### src/rtl/mem_init_seq_pkg.sv
// Shared pattern-mode and FSM-state encodings for the S-memory initialiser.
package mem_init_pkg;

  typedef enum logic [1:0] {
    MODE_IDENTITY = 2'd0,
    MODE_FILL     = 2'd1,
    MODE_DESCEND  = 2'd2
  } mode_e;

  typedef logic [1:0] state_t;

  localparam state_t ST_IDLE  = 2'd0;
  localparam state_t ST_WRITE = 2'd1;
  localparam state_t ST_DONE  = 2'd2;

endpackage

### src/rtl/mem_init_seq_if.sv
// Write port between the initialiser and the S-memory; the memory side may stall a write.
interface mem_init_seq_if #(
  parameter int ADDR_W = 8,
  parameter int DATA_W = 8
);

  logic              wr_en;
  logic [ADDR_W-1:0] wr_addr;
  logic [DATA_W-1:0] wr_data;
  logic              wr_stall;

  modport master (output wr_en, output wr_addr, output wr_data, input wr_stall);
  modport slave  (input wr_en, input wr_addr, input wr_data, output wr_stall);

endinterface

### src/rtl/mem_init_seq_addr_counter.sv
// Address counter with synchronous clear and a terminal-count flag at DEPTH-1.
module init_addr_counter #(
  parameter int W     = 9,
  parameter int DEPTH = 256
) (
  input  logic         clk,
  input  logic         reset,
  input  logic         clr,
  input  logic         en,
  output logic [W-1:0] count,
  output logic         tc
);

  localparam logic [W-1:0] LAST = W'(DEPTH - 1);

  always_ff @(posedge clk) begin
    if (reset || clr) begin
      count <= '0;
    end else if (en) begin
      count <= count + W'(1);
    end
  end

  assign tc = (count == LAST);

endmodule

### src/rtl/mem_init_seq.sv
// Sweeps DEPTH RAM words with an identity, fill or descending pattern, then holds done until acked.
// Outputs decode registered state only; a stalled write holds address and data.
module mem_init_seq
  import mem_init_pkg::*;
#(
  parameter int ADDR_W = 8,
  parameter int DATA_W = 8,
  parameter int DEPTH  = 256
) (
  input  logic              clk,
  input  logic              reset,
  input  logic              start,
  input  logic [1:0]        mode,
  input  logic [DATA_W-1:0] fill_value,
  input  logic              abort,
  input  logic              done_ack,
  output logic              busy,
  output logic              done,
  mem_init_seq_if.master    mem
);

  localparam int CNT_W = ADDR_W + 1;

  state_t            state;
  logic [1:0]        mode_q;
  logic [DATA_W-1:0] fill_q;
  logic [CNT_W-1:0]  count;
  logic              tc;
  logic              in_write;
  logic              accept;
  logic              cnt_clr;
  logic              cnt_en;
  logic [DATA_W-1:0] pat;

  assign in_write = (state == ST_WRITE);
  // Abort beats a same-edge accept, so that write is never counted.
  assign accept   = in_write && !mem.wr_stall && !abort;
  assign cnt_clr  = ((state == ST_IDLE) && start) || (accept && tc);
  assign cnt_en   = accept && !tc;

  init_addr_counter #(
    .W     (CNT_W),
    .DEPTH (DEPTH)
  ) u_cnt (
    .clk   (clk),
    .reset (reset),
    .clr   (cnt_clr),
    .en    (cnt_en),
    .count (count),
    .tc    (tc)
  );

  always_ff @(posedge clk) begin
    if (reset) begin
      state  <= ST_IDLE;
      mode_q <= '0;
      fill_q <= '0;
    end else begin
      case (state)
        ST_IDLE: begin
          if (start) begin
            state  <= ST_WRITE;
            mode_q <= mode;
            fill_q <= fill_value;
          end
        end
        ST_WRITE: begin
          if (abort) begin
            state <= ST_IDLE;
          end else if (accept && tc) begin
            state <= ST_DONE;
          end
        end
        ST_DONE: begin
          if (done_ack) begin
            state <= ST_IDLE;
          end
        end
        default: state <= ST_IDLE;
      endcase
    end
  end

  // Modular subtraction in DATA_W bits yields the truncated DEPTH-1-count directly.
  always_comb begin
    pat = fill_q;
    case (mode_q)
      MODE_IDENTITY: pat = DATA_W'(count);
      MODE_DESCEND:  pat = DATA_W'(DEPTH - 1) - DATA_W'(count);
      default:       pat = fill_q;
    endcase
  end

  assign mem.wr_en   = in_write;
  assign mem.wr_addr = in_write ? count[ADDR_W-1:0] : '0;
  assign mem.wr_data = in_write ? pat : '0;
  assign busy        = in_write;
  assign done        = (state == ST_DONE);

endmodule

### src/flat_wrapper.sv
// flat-port wrapper written by rule: the top's interface ports become plain ports
module mem_init_seq_flat import mem_init_pkg::*;
#(
  parameter int ADDR_W = 8,
  parameter int DATA_W = 8,
  parameter int DEPTH  = 256
)
  (clk, reset, start, mode, fill_value, abort, done_ack, busy, done, mem_wr_en, mem_wr_addr, mem_wr_data, mem_wr_stall);
  mem_init_seq_if #(.ADDR_W(ADDR_W), .DATA_W(DATA_W)) mem_i ();
  input  logic clk;
  input  logic reset;
  input  logic start;
  input  logic [1:0] mode;
  input  logic [DATA_W-1:0] fill_value;
  input  logic abort;
  input  logic done_ack;
  output logic busy;
  output logic done;
  output wire logic [$bits(mem_i.wr_en)-1:0] mem_wr_en;
  output wire logic [$bits(mem_i.wr_addr)-1:0] mem_wr_addr;
  output wire logic [$bits(mem_i.wr_data)-1:0] mem_wr_data;
  input wire logic [$bits(mem_i.wr_stall)-1:0] mem_wr_stall;
  assign mem_wr_en = mem_i.wr_en;
  assign mem_wr_addr = mem_i.wr_addr;
  assign mem_wr_data = mem_i.wr_data;
  assign mem_i.wr_stall = mem_wr_stall;
  mem_init_seq #(.ADDR_W(ADDR_W), .DATA_W(DATA_W), .DEPTH(DEPTH)) u_core (.clk(clk), .reset(reset), .start(start), .mode(mode), .fill_value(fill_value), .abort(abort), .done_ack(done_ack), .busy(busy), .done(done), .mem(mem_i));
endmodule
### config.mk
export PLATFORM = sky130hd
export DESIGN_NAME = mem_init_seq_flat
export DESIGN_NICKNAME = d
export VERILOG_FILES = /design/src/rtl/mem_init_seq_pkg.sv /design/src/rtl/mem_init_seq_if.sv /design/src/rtl/mem_init_seq_addr_counter.sv /design/src/rtl/mem_init_seq.sv /design/src/flat_wrapper.sv
export SDC_FILE = /design/constraint.sdc
export NUM_CORES = 1
export LEC_CHECK = 0
export ABC_AREA = 1
export BUFFER_PORTS_ARGS = -buffer_cell sky130_fd_sc_hd__buf_2
export CAP_MARGIN = 20
export CORE_MARGIN = 4
export CORE_UTILIZATION = 54
export CTS_BUF_LIST = sky130_fd_sc_hd__clkbuf_4 sky130_fd_sc_hd__clkbuf_8 sky130_fd_sc_hd__clkbuf_16
export CTS_CLUSTER_SIZE = 20
export DETAILED_ROUTE_END_ITERATION = 10
export MAX_ROUTING_LAYER = met4
export PLACE_DENSITY = 0.88
export SLEW_MARGIN = 20
export SYNTH_ARGS = -nofsm -noshare
export SYNTH_HDL_FRONTEND = slang
export SYNTH_SLANG_ARGS = --single-unit
### constraint.sdc
create_clock -name clk -period 4.6 [get_ports clk]
set_input_delay 0.69 -clock clk [delete_from_list [all_inputs] [get_ports clk]]
set_output_delay 0.69 -clock clk [all_outputs]
set_load 0.01 [all_outputs]
==> results.sh <==
export IMPL_cp_data_required_time_ns=3.91
export IMPL_cts_inserted_buffers=3
export IMPL_fmax_ghz=0.434
export IMPL_finClkSkew_ns=0.00513
export IMPL_cts_htree_levels=1
export IMPL_cp_cell_sequence="inv_1 > nand2_4 > clkinv_1 > o221ai_1 > a21oi_1 > buf_2"
export IMPL_grt_usage=0.212
export IMPL_finalCritPeriodShare=0.501
export IMPL_clock_sinks=21
export IMPL_routedWlPerCell_um=13.2
export IMPL_ys_top_cells_by_count="51 x nand2_1, 26 x a21oi_1, 21 x dfxtp_1, 17 x nor2_1, 14 x inv_1"
export IMPL_critPathMaxFanout=10
export IMPL_syn_nets=189
export IMPL_switching_share=0.289
export IMPL_cts_tree="built"
export IMPL_fin_crit_ns=2.31
export IMPL_hold_ws_ns=0.474
export IMPL_seq_power_share=0.570
export IMPL_drv_slew=0
export IMPL_setup_viol=0
export IMPL_drv_cap=0
export IMPL_yosys_area_top_type="dfxtp_1"
export IMPL_cts_root_buf="clkbuf_4"
export IMPL_drtIter0Drc=59
export IMPL_outcome="finished, final reports clean"
export IMPL_p_clk_frac=0.268
export IMPL_fin_nets=224
export IMPL_synth_area_per_cell_um2=7.08
export IMPL_grt_pass1_wl_um=5150
export IMPL_yosysWarnings=0
export IMPL_power_frac_comb=0.162
export IMPL_synth_edf_count=0
export IMPL_clockBufferDepth=2
export IMPL_layout_drive_gt1_share=0.259
export IMPL_power_density_nw_per_um2=239
export IMPL_antenna_found_initial=0
export IMPL_fp_dieH_um=55.4
export IMPL_syn_inst=171
export IMPL_yosys_area_top_type_share=0.347
export IMPL_rows=16
export IMPL_avgViaCountPerCell=5.44
export IMPL_vias=1261
export IMPL_netlist_area_um2=1210
export IMPL_die_width_um=55.4
export IMPL_relSlewSlack=0.479
export IMPL_drc_errors=0
export IMPL_switchingPower_uw=97.7
export IMPL_synthArstFlopShare=0
export IMPL_p_int_uw=241
export IMPL_synth_ff_type="dfxtp_1"
export IMPL_cts_resized=0
export IMPL_setup_worst_path_class="flip-flop to output port"
export IMPL_port_buffers=34
export IMPL_start_util=0.593
export IMPL_fp_dieArea_um2=3060
export IMPL_min_path_type="flip-flop to flip-flop"
export IMPL_finalWirelength_um=3050
export IMPL_grt_overflow_total=0
export IMPL_crit_path_end_kind="output port"
export IMPL_yosysUniqueCellTypes=27
export IMPL_path_clk_slew_ns=0.11
export IMPL_syn2layout_area_growth_pct=16.8
export IMPL_grt_pass1_vias=1183
export IMPL_worst_pin_slew_ns=0.779
export IMPL_gp_congestion=0.972
export IMPL_rsz0062_at_grt="no"
export IMPL_irDropWorstVdd_mv=0.237
export IMPL_nFillCells=187
export IMPL_antenna_left=0
export IMPL_diodes=0
export IMPL_synthTopCellsByArea="dfxtp_1 35%, nand2_1 16%, a21oi_1 11%, nor2_1 5.3%, inv_1 4.3%"
export IMPL_insertion_delay_ns=0.31
export IMPL_hold_violations=0
export IMPL_io_pins=35
export IMPL_cp_start_kind="flip-flop"
export IMPL_cts_hold_fix_buffers=0
export IMPL_yosysMostFrequentCell="nand2_1"
export IMPL_ys_seq_area_frac=0.347
export IMPL_cts_setup_buffers=0
export IMPL_p_leak_nw=0.591
export IMPL_ys_ff_latch=21
export IMPL_cp_arrival_ns=1.62
export IMPL_hpwl_um=2390
export IMPL_slowest_delay_ns=0.37
export IMPL_cpMaxStageDelayCell="dfxtp_1"
export IMPL_grt_max_degree=14
export IMPL_first_pass_iters=4
export IMPL_core_area_um2=2040
export IMPL_fin_setup_tns_ns=0
[through the flow]
stage | setup WS, ns | total power [mW] | cells | cell area (µm²) | utilization
floorplan | 2.82 | 0.234 | 171 | 1210 | -
global placement | 2.55 | 0.249 | 228 | 1390 | 0.680
detailed placement | 2.56 | 0.251 | 228 | 1390 | 0.680
CTS | 2.29 | 0.339 | 232 | 1420 | 0.693
global route | 2.19 | 0.356 | 232 | 1420 | 0.693
finish | 2.29 | 0.338 | 232 | 1420 | 0.693
[placed cells by master (no fill, tap or decap)]
master / instances
nand2_4: 3
nand3b_1: 1
clkinv_1: 1
nand2_2: 1
nor3b_2: 1
nor2_8: 1
nand3_1: 5
a211oi_2: 1
dfxtp_1: 21
clkbuf_4: 3
nor2_4: 3
inv_2: 3
nor2_1: 17
nand2_1: 51
nor4_1: 1
inv_1: 14
clkinv_2: 1
nor2_2: 1
o21ai_0: 3
ha_1: 2
o221ai_1: 6
xor2_1: 3
a211oi_1: 1
a21oi_1: 26
nand2_8: 1
buf_2: 34
[cell families (layout without fill, tap and decap cells)]
kind of cell | Yosys count | after routing | share of synthesized area
flip-flops | 21 | 21 | 0.347
adder cells (fa/ha/maj) | 2 | 2 | 0.0207
AO/OA/AOI/OAI | 37 | 37 | 0.180
buffers and inverters | 22 | 56 | 0.0785
XOR/XNOR | 3 | 3 | 0.0217
AND/OR/NAND/NOR | 86 | 86 | 0.352
[path summary, 6_finish.rpt]
check | startpoint | end | slack [ns] | depth (start not counted)
worst min-delay path | u_core.fill_q[7] | u_core.fill_q[7] | 0.47 | 2
worst min register to register | u_core.fill_q[7] | u_core.fill_q[7] | 0.47 | 2
worst max-delay path | u_core.state[1] | mem_wr_data[1] | 2.29 | 6
worst max register to register | u_core.u_cnt.count[0] | u_core.u_cnt.count[1] | 2.53 | 8
[state kept, by name, summed over array words and instances (netlist names)]
name and flops:
u_core.state 2, u_core.mode_q 2, u_core.fill_q 8, u_core.u_cnt.count 9
[power by group through the flow]
stage / Sequential (mW) / Clock, mW / Combinational [mW]
after floorplan: 0.196 / 0 / 0.0381
after global placement: 0.196 / 0 / 0.0524
final: 0.193 / 0.0908 / 0.0546
after detailed placement: 0.197 / 0 / 0.0544
after CTS: 0.193 / 0.0920 / 0.0547
after global routing: 0.194 / 0.102 / 0.0599
[layer usage]
layer / GRT usage / part of all wire / vias to the layer above
met4: 0.104 / 0.016 / 0
li1: - / - / 628
met2: 0.319 / 0.47 / 73
met5: - / 0 / -
met1: 0.263 / 0.43 / 553
met3: 0.0513 / 0.090 / 7
[cell type report]
cell class / instances / area [µm²] / share of cell area
clock buffers: 3 / 22.5 / 0.0159
repair buffers: 34 / 170 / 0.120
flip-flops and latches: 21 / 420 / 0.297
inverters: 18 / 67.6 / 0.0477
clock inverters: 1 / 5.00 / 0.00354
multi-input cells: 128 / 696 / 0.492
well taps: 27 / 33.8 / 0.0239
[worst max-delay path, delay by kind of cell, from the launching register on]
| kind | cells | cell delay (ns) |
|---|---|---|
| buf+inv | 3 | 0.53 |
| simple gates | 1 | 0.15 |
| flops | 1 | 0.37 |
| compound gates | 2 | 0.26 |
No activity file was read; power rests on OpenSTA's default activity.
